`src/rtl/phase_clock_gen_pkg.sv`:
```
// phase_clock_gen_pkg: shared FSM state type and phase-timer width for phase_clock_gen.
package phase_clock_gen_pkg;
   localparam int TMR_W = 8;
   typedef enum logic [2:0] {IDLE, PH1, DEAD1, PH2, DEAD2} phase_state_t;
endpackage

```
`src/rtl/phase_clock_gen_if.sv`:
```
// phase_clock_gen_if: run/step control and phase outputs of phase_clock_gen.
// i_step exists only when PHASE_CLOCK_GEN_STEP_EN is defined.
interface phase_clock_gen_if #(parameter int CNT_W = 16);
   logic             i_run;
`ifdef PHASE_CLOCK_GEN_STEP_EN
   logic             i_step;
`endif
   logic             o_phi1;
   logic             o_phi2;
   logic             o_phi2_last;
   logic             o_idle;
   logic [CNT_W-1:0] o_cycle_count;
`ifdef PHASE_CLOCK_GEN_STEP_EN
   modport master (output i_run, output i_step, input o_phi1, input o_phi2, input o_phi2_last, input o_idle, input o_cycle_count);
   modport slave  (input i_run, input i_step, output o_phi1, output o_phi2, output o_phi2_last, output o_idle, output o_cycle_count);
`else
   modport master (output i_run, input o_phi1, input o_phi2, input o_phi2_last, input o_idle, input o_cycle_count);
   modport slave  (input i_run, output o_phi1, output o_phi2, output o_phi2_last, output o_idle, output o_cycle_count);
`endif
endinterface

```
`src/rtl/phase_clock_gen_timer.sv`:
```
// phase_timer: loadable down-counter that holds at zero; o_one flags the last cycle before zero.
module phase_timer
   import phase_clock_gen_pkg::*;
(
   input  logic             i_clk,
   input  logic             i_reset,
   input  logic             i_load,
   input  logic [TMR_W-1:0] i_load_val,
   output logic             o_zero,
   output logic             o_one
);
   logic [TMR_W-1:0] r_tmr;
   always_ff @(posedge i_clk or posedge i_reset)
      if (i_reset) r_tmr <= '0;
      else if (i_load) r_tmr <= i_load_val;
      else if (r_tmr != '0) r_tmr <= r_tmr - 1'b1;
   assign o_zero = r_tmr == '0;
   assign o_one  = r_tmr == TMR_W'(1);
endmodule

```
`src/rtl/phase_clock_gen.sv`:
```
// phase_clock_gen: two-phase non-overlapping phi1/phi2 generator with run/halt at cycle boundaries.
// Optional single-step control is built when PHASE_CLOCK_GEN_STEP_EN is defined.
module phase_clock_gen
   import phase_clock_gen_pkg::*;
#(
   parameter int PHASE_LEN = 2,
   parameter int DEAD_LEN  = 1,
   parameter int CNT_W     = 16
) (
   input  logic             i_clk,
   input  logic             i_reset,
   phase_clock_gen_if.slave bus
);
   localparam logic [TMR_W-1:0] PH_LD = TMR_W'(PHASE_LEN - 1);
   localparam logic [TMR_W-1:0] DT_LD = TMR_W'(DEAD_LEN - 1);
   if (PHASE_LEN < 1 || PHASE_LEN > 255 || DEAD_LEN < 0 || DEAD_LEN > 255) begin : g_bad_param
      $error("phase_clock_gen: PHASE_LEN must be 1..255 and DEAD_LEN 0..255");
   end
   phase_state_t     r_state, w_next;
   logic             r_phi1, r_phi2, r_last, r_idle;
   logic [CNT_W-1:0] r_cnt;
   logic             w_start, w_cont, w_load, w_zero, w_one;
   logic [TMR_W-1:0] w_ld_val;
`ifdef PHASE_CLOCK_GEN_STEP_EN
   // r_step marks a bus cycle started by i_step; it is re-evaluated on every idle cycle
   logic r_step;
   always_ff @(posedge i_clk or posedge i_reset)
      if (i_reset) r_step <= 1'b0;
      else if (r_state == IDLE) r_step <= bus.i_step & ~bus.i_run;
   assign w_start = bus.i_run | bus.i_step;
   assign w_cont  = bus.i_run & ~r_step;
`else
   assign w_start = bus.i_run;
   assign w_cont  = bus.i_run;
`endif
   always_comb begin
      w_next = r_state;
      case (r_state)
         IDLE:    if (w_start) w_next = PH1;
         PH1:     if (w_zero) w_next = (DEAD_LEN == 0) ? PH2 : DEAD1;
         DEAD1:   if (w_zero) w_next = PH2;
         PH2:     if (w_zero) w_next = (DEAD_LEN != 0) ? DEAD2 : (w_cont ? PH1 : IDLE);
         DEAD2:   if (w_zero) w_next = w_cont ? PH1 : IDLE;
         default: w_next = IDLE;
      endcase
   end
   assign w_load   = w_next != r_state;
   assign w_ld_val = (w_next == PH1 || w_next == PH2) ? PH_LD : DT_LD;
   phase_timer u_timer (
      .i_clk      (i_clk),
      .i_reset    (i_reset),
      .i_load     (w_load),
      .i_load_val (w_ld_val),
      .o_zero     (w_zero),
      .o_one      (w_one)
   );
   // outputs decode the next state so they change on the same edge as r_state
   always_ff @(posedge i_clk or posedge i_reset)
      if (i_reset) begin
         r_state <= IDLE;
         r_phi1  <= 1'b0;
         r_phi2  <= 1'b0;
         r_last  <= 1'b0;
         r_idle  <= 1'b1;
         r_cnt   <= '0;
      end else begin
         r_state <= w_next;
         r_phi1  <= w_next == PH1;
         r_phi2  <= w_next == PH2;
         r_last  <= w_next == PH2 && (w_load ? PHASE_LEN == 1 : w_one);
         r_idle  <= w_next == IDLE;
         r_cnt   <= r_cnt + CNT_W'(r_last);
      end
   assign bus.o_phi1        = r_phi1;
   assign bus.o_phi2        = r_phi2;
   assign bus.o_phi2_last   = r_last;
   assign bus.o_idle        = r_idle;
   assign bus.o_cycle_count = r_cnt;
endmodule

```
`src/flat_wrapper.sv`:
```
// flat-port wrapper written by rule: the top's interface ports become plain ports
module phase_clock_gen_flat import phase_clock_gen_pkg::*;
#(
   parameter int PHASE_LEN = 2,
   parameter int DEAD_LEN  = 1,
   parameter int CNT_W     = 16
)
  (i_clk, i_reset, bus_i_run, bus_o_phi1, bus_o_phi2, bus_o_phi2_last, bus_o_idle, bus_o_cycle_count);
  phase_clock_gen_if #(.CNT_W(CNT_W)) bus_i ();
  input  logic i_clk;
  input  logic i_reset;
  input wire logic [$bits(bus_i.i_run)-1:0] bus_i_run;
  output wire logic [$bits(bus_i.o_phi1)-1:0] bus_o_phi1;
  output wire logic [$bits(bus_i.o_phi2)-1:0] bus_o_phi2;
  output wire logic [$bits(bus_i.o_phi2_last)-1:0] bus_o_phi2_last;
  output wire logic [$bits(bus_i.o_idle)-1:0] bus_o_idle;
  output wire logic [$bits(bus_i.o_cycle_count)-1:0] bus_o_cycle_count;
  assign bus_i.i_run = bus_i_run;
  assign bus_o_phi1 = bus_i.o_phi1;
  assign bus_o_phi2 = bus_i.o_phi2;
  assign bus_o_phi2_last = bus_i.o_phi2_last;
  assign bus_o_idle = bus_i.o_idle;
  assign bus_o_cycle_count = bus_i.o_cycle_count;
  phase_clock_gen #(.PHASE_LEN(PHASE_LEN), .DEAD_LEN(DEAD_LEN), .CNT_W(CNT_W)) u_core (.i_clk(i_clk), .i_reset(i_reset), .bus(bus_i));
endmodule
```
`config.mk`:
```
export PLATFORM = sky130hd
export DESIGN_NAME = phase_clock_gen_flat
export DESIGN_NICKNAME = d
export VERILOG_FILES = /design/src/rtl/phase_clock_gen_pkg.sv /design/src/rtl/phase_clock_gen_if.sv /design/src/rtl/phase_clock_gen_timer.sv /design/src/rtl/phase_clock_gen.sv /design/src/flat_wrapper.sv
export SDC_FILE = /design/constraint.sdc
export NUM_CORES = 1
export LEC_CHECK = 0
export CORE_MARGIN = 10
export CORE_UTILIZATION = 42
export CTS_CLUSTER_DIAMETER = 100
export DETAILED_ROUTE_END_ITERATION = 12
export GPL_ROUTABILITY_DRIVEN = 0
export PLACE_DENSITY = 0.78
export SYNTH_ARGS = -nofsm -noshare
export SYNTH_HDL_FRONTEND = slang
export SYNTH_SLANG_ARGS = --single-unit
```
`constraint.sdc`:
```
create_clock -name i_clk -period 1.68 [get_ports i_clk]
set_input_delay 0.336 -clock i_clk [delete_from_list [all_inputs] [get_ports i_clk]]
set_output_delay 0.336 -clock i_clk [all_outputs]
set_load 0.005 [all_outputs]
```
==> summary.md <==
| Metric | Value |
|---|---|
| Hold Crit Class | `in -> async` |
| CTS Hold Bufs | `0` |
| Crit path from | `u_core.u_timer.r_tmr[0]` |
| Final setup margin | `-3.25 ps` |
| Height of the chip | `78.8 um` |
| Post-synth ARST share | `100%` |
| Reg clk slew, reported paths | `100 ps` |
| Worst Setup End Kind | `register` |
| # Max-Cap Violations | `0` |
| Via density | `5.25` |
| Global Route met2 Usage | `20.1%` |
| Cells after Synth | `135` |
| First-pass GRT wire length | `5870 um` |
| Row count | `21` |
| Total Wirelength | `3620 um` |
| Failing checks | `setup timing` |
| Core area | `3340 um^2` |
| Pins Over Slew Limit | `0` |
| Vias in the first global route | `1,239` |
| Synth top area share | `51.6%` |
| Filler instances | `261` |
| GRT overflow | `0` |
| Fmax | `594 MHz` |
| Final period util | `100%` |
| I/O pin cnt | `23` |
| Kind of critical path | `reg -> reg` |
| Clock latency on the worst-skew pair | `350 ps` |
| Total track usage | `11.9%` |
| Max VDD drop | `793 uV` |
| Final std cells w/o fill | `234` |
| Placed instance count | `212` |
| CTS buffer count | `5` |
| Netlist cell types | `36` |
| Synth Warn # | `0` |
| Mean Syn Cell Area | `10.8 um^2` |
| Num Clock Sinks | `31` |
| Met3 GRT Util | `4.84%` |
| RSZ-0062 raised after global routing | `true` |
| Die ar. | `6210 um^2` |
| Critical Path Source Type | `register` |
| Synth Flop Type | `dfrtp_1` |
| Antenna Nets Post-Route | `0` |
| Drt wl/cell | `15.5 um` |
| Initial antenna violation count | `0` |
| CTS tree | `yes` |
| Largest net degree at the start of global routing | `32` |
| Worst reg2reg startpoint | `u_core.u_timer.r_tmr[0]` |
| Tmin final | `1680 ps` |
| Seq/Total Area, Yosys | `53.4%` |
| CTS Buffer Depth | `2` |
| Post-Syn Area | `1450 um^2` |
| #FFs+latches synth | `31` |
| H-tree levels | `2` |
| Post-DP HPWL | `2280 um` |
| Pleak | `0.949 nW` |
| Outcome | `complete, but fails checks` |
| Flop-to-flop setup slack | `-3 ps` |
| Worst Skew | `8.30 ps` |
| Number of I/O port buffers | `22` |
| Total number of vias | `1,229` |
| GRT busiest layer | `met2` |
| Final hold violations | `0` |
| Antenna cells | `0` |
| DRT Pass-1 Iters | `4` |
| Worst-path fanout max | `5` |
| Die width | `78.8 um` |
| PD cells | `1420 nW/um^2` |
| Cell accounting for the most synthesized area | `dfrtp_1` |
| Least-Margin Pin Slew | `414 ps` |
| Syn Nets | `142` |
| Slew headroom | `72.3%` |
| Clk root buf | `clkbuf_4` |
| Starting Density | `43.6%` |
| Pre-CTS WS | `-116 ps` |
| Drt initial violations | `36` |
| Required time of the critical path | `1970 ps` |
| Final nets | `195` |
| Setup violations, final | `1` |
| Cell types occupying the most area after synthesis | `dfrtp_1 52%, xor2_1 5.4%, xnor2_1 4.8%, ha_1 3.4%, nor2_1 3.4%` |
| Met1 global-route usage | `12.1%` |
| DRC violations left | `0` |
| Layout area overhead | `42.0%` |
| EDFF count, synth | `0` |
| Worst EP arrival | `1970 ps` |
| Layout cell share with drive strength beyond 1 | `30.9%` |
[per-stage QoR]
step	hold slack [ps]	power, mW	instance area [um^2]	util, %	TNS [ps]
2_1_floorplan	401	1.67	1470	-	0
3_3_place_gp	463	2.02	1810	54.4	-0.663
3_5_place_dp	459	2.08	1810	54.4	-746
4_1_cts	370	2.77	1970	59.0	0
5_1_grt	397	3.14	2060	61.9	-166
6_report	351	2.93	2060	61.9	-3.25
[per-layer routing]
layer / up-vias / wire [um]
met5: - / 0
li1: 585 / -
met2: 27 / 1870
met4: 0 / 75
met1: 610 / 1450
met3: 7 / 222
[cell usage in the layout (no fill, tap or decap), types with 2 or more instances in the layout]
master,Yosys,routed
a2111o_1,2,2
a21oi_1,5,2
a21oi_2,1,4
and3_1,2,2
buf_4,0,25
clkbuf_4,0,5
clkdlybuf4s50_1,0,20
dfrtp_1,30,27
dfrtp_2,0,3
ha_1,4,3
inv_1,6,4
inv_2,0,2
nand2_1,5,5
nand3_1,8,8
nand4_1,3,3
nor2_1,13,13
nor3_1,6,5
nor4_4,1,2
o21ai_0,6,5
or2_2,2,2
or3_1,4,3
xnor2_1,8,8
xor2_1,9,9
[sequential cells by signal (all words and copies together), names as in the netlist]
register	count
u_core.u_timer.r_tmr	8
u_core.r_state	3
u_core.bus.o_phi1	1
u_core.bus.o_cycle_count	16
u_core.bus.o_idle	1
u_core.bus.o_phi2_last	1
u_core.bus.o_phi2	1
[worst paths after layout]
path | cells after the start | to
worst max-delay path | 5 | u_core.u_timer.r_tmr[7]
worst min-delay path | 3 | u_core.bus.o_cycle_count[15]
worst max register to register | 5 | u_core.u_timer.r_tmr[7]
worst min register to register | 1 | u_core.bus.o_cycle_count[15]
max in group asynchronous | 3 | u_core.bus.o_idle
min in group i_clk | 1 | u_core.bus.o_cycle_count[15]
[what timing repair did]
action                                  4_1_cts  5_1_grt
endpoints found under the setup margin       16       22
buffers inserted                              7        8
pin swaps                                     5        4
gates resized for setup                      10       13
[logic make-up (layout without fill, tap and decap cells)]
group | after synthesis | after routing | share of synthesized area, %
simple gates | 55 | 55 | 21.1
flops | 31 | 31 | 53.4
compound gates | 20 | 20 | 9.21
xor+xnor | 17 | 17 | 10.2
buf+inv | 7 | 60 | 1.81
fa+ha+maj | 4 | 4 | 3.44
mux | 1 | 1 | 0.774
[critical path, stage by stage (launching register included)]
cell,delay [ps]
dfrtp_1,410
inv_2,70
ha_4,160
a2111o_1,480
or3_1,350
a21oi_2,140
[cells in the mapped netlist (2+ instances only)]
library cell  count
xor2_1            9
dfrtp_1          30
nor3b_1           2
or2_2             2
nand2_1           5
a21oi_1           5
nor3_1            6
nor4_1            2
a2111o_1          2
o21ai_0           6
inv_1             6
nand3_1           8
ha_1              4
and3_1            2
xnor2_1           8
nand4_1           3
nor2_1           13
or3_1             4
[power by group]
group	total, mW	internal, mW	switching, mW	leakage, nW
clock	0.466	0.193	0.272	0.0341
sequential	1.06	0.913	0.147	0.405
combinational	1.40	0.736	0.668	0.510
total	2.93	1.84	1.09	0.949
[layout make-up]
type	instances	area (um^2)	area share, %
timing repair buffer	47	409	19.8
inverter	6	22.5	1.09
sequential	31	781	37.8
tap	46	57.6	2.79
clock inverter	1	5.00	0.242
multi-input combinational	97	738	35.8
clock buffer	6	51.3	2.48
Note: power is estimated with default switching activity, not from simulation.
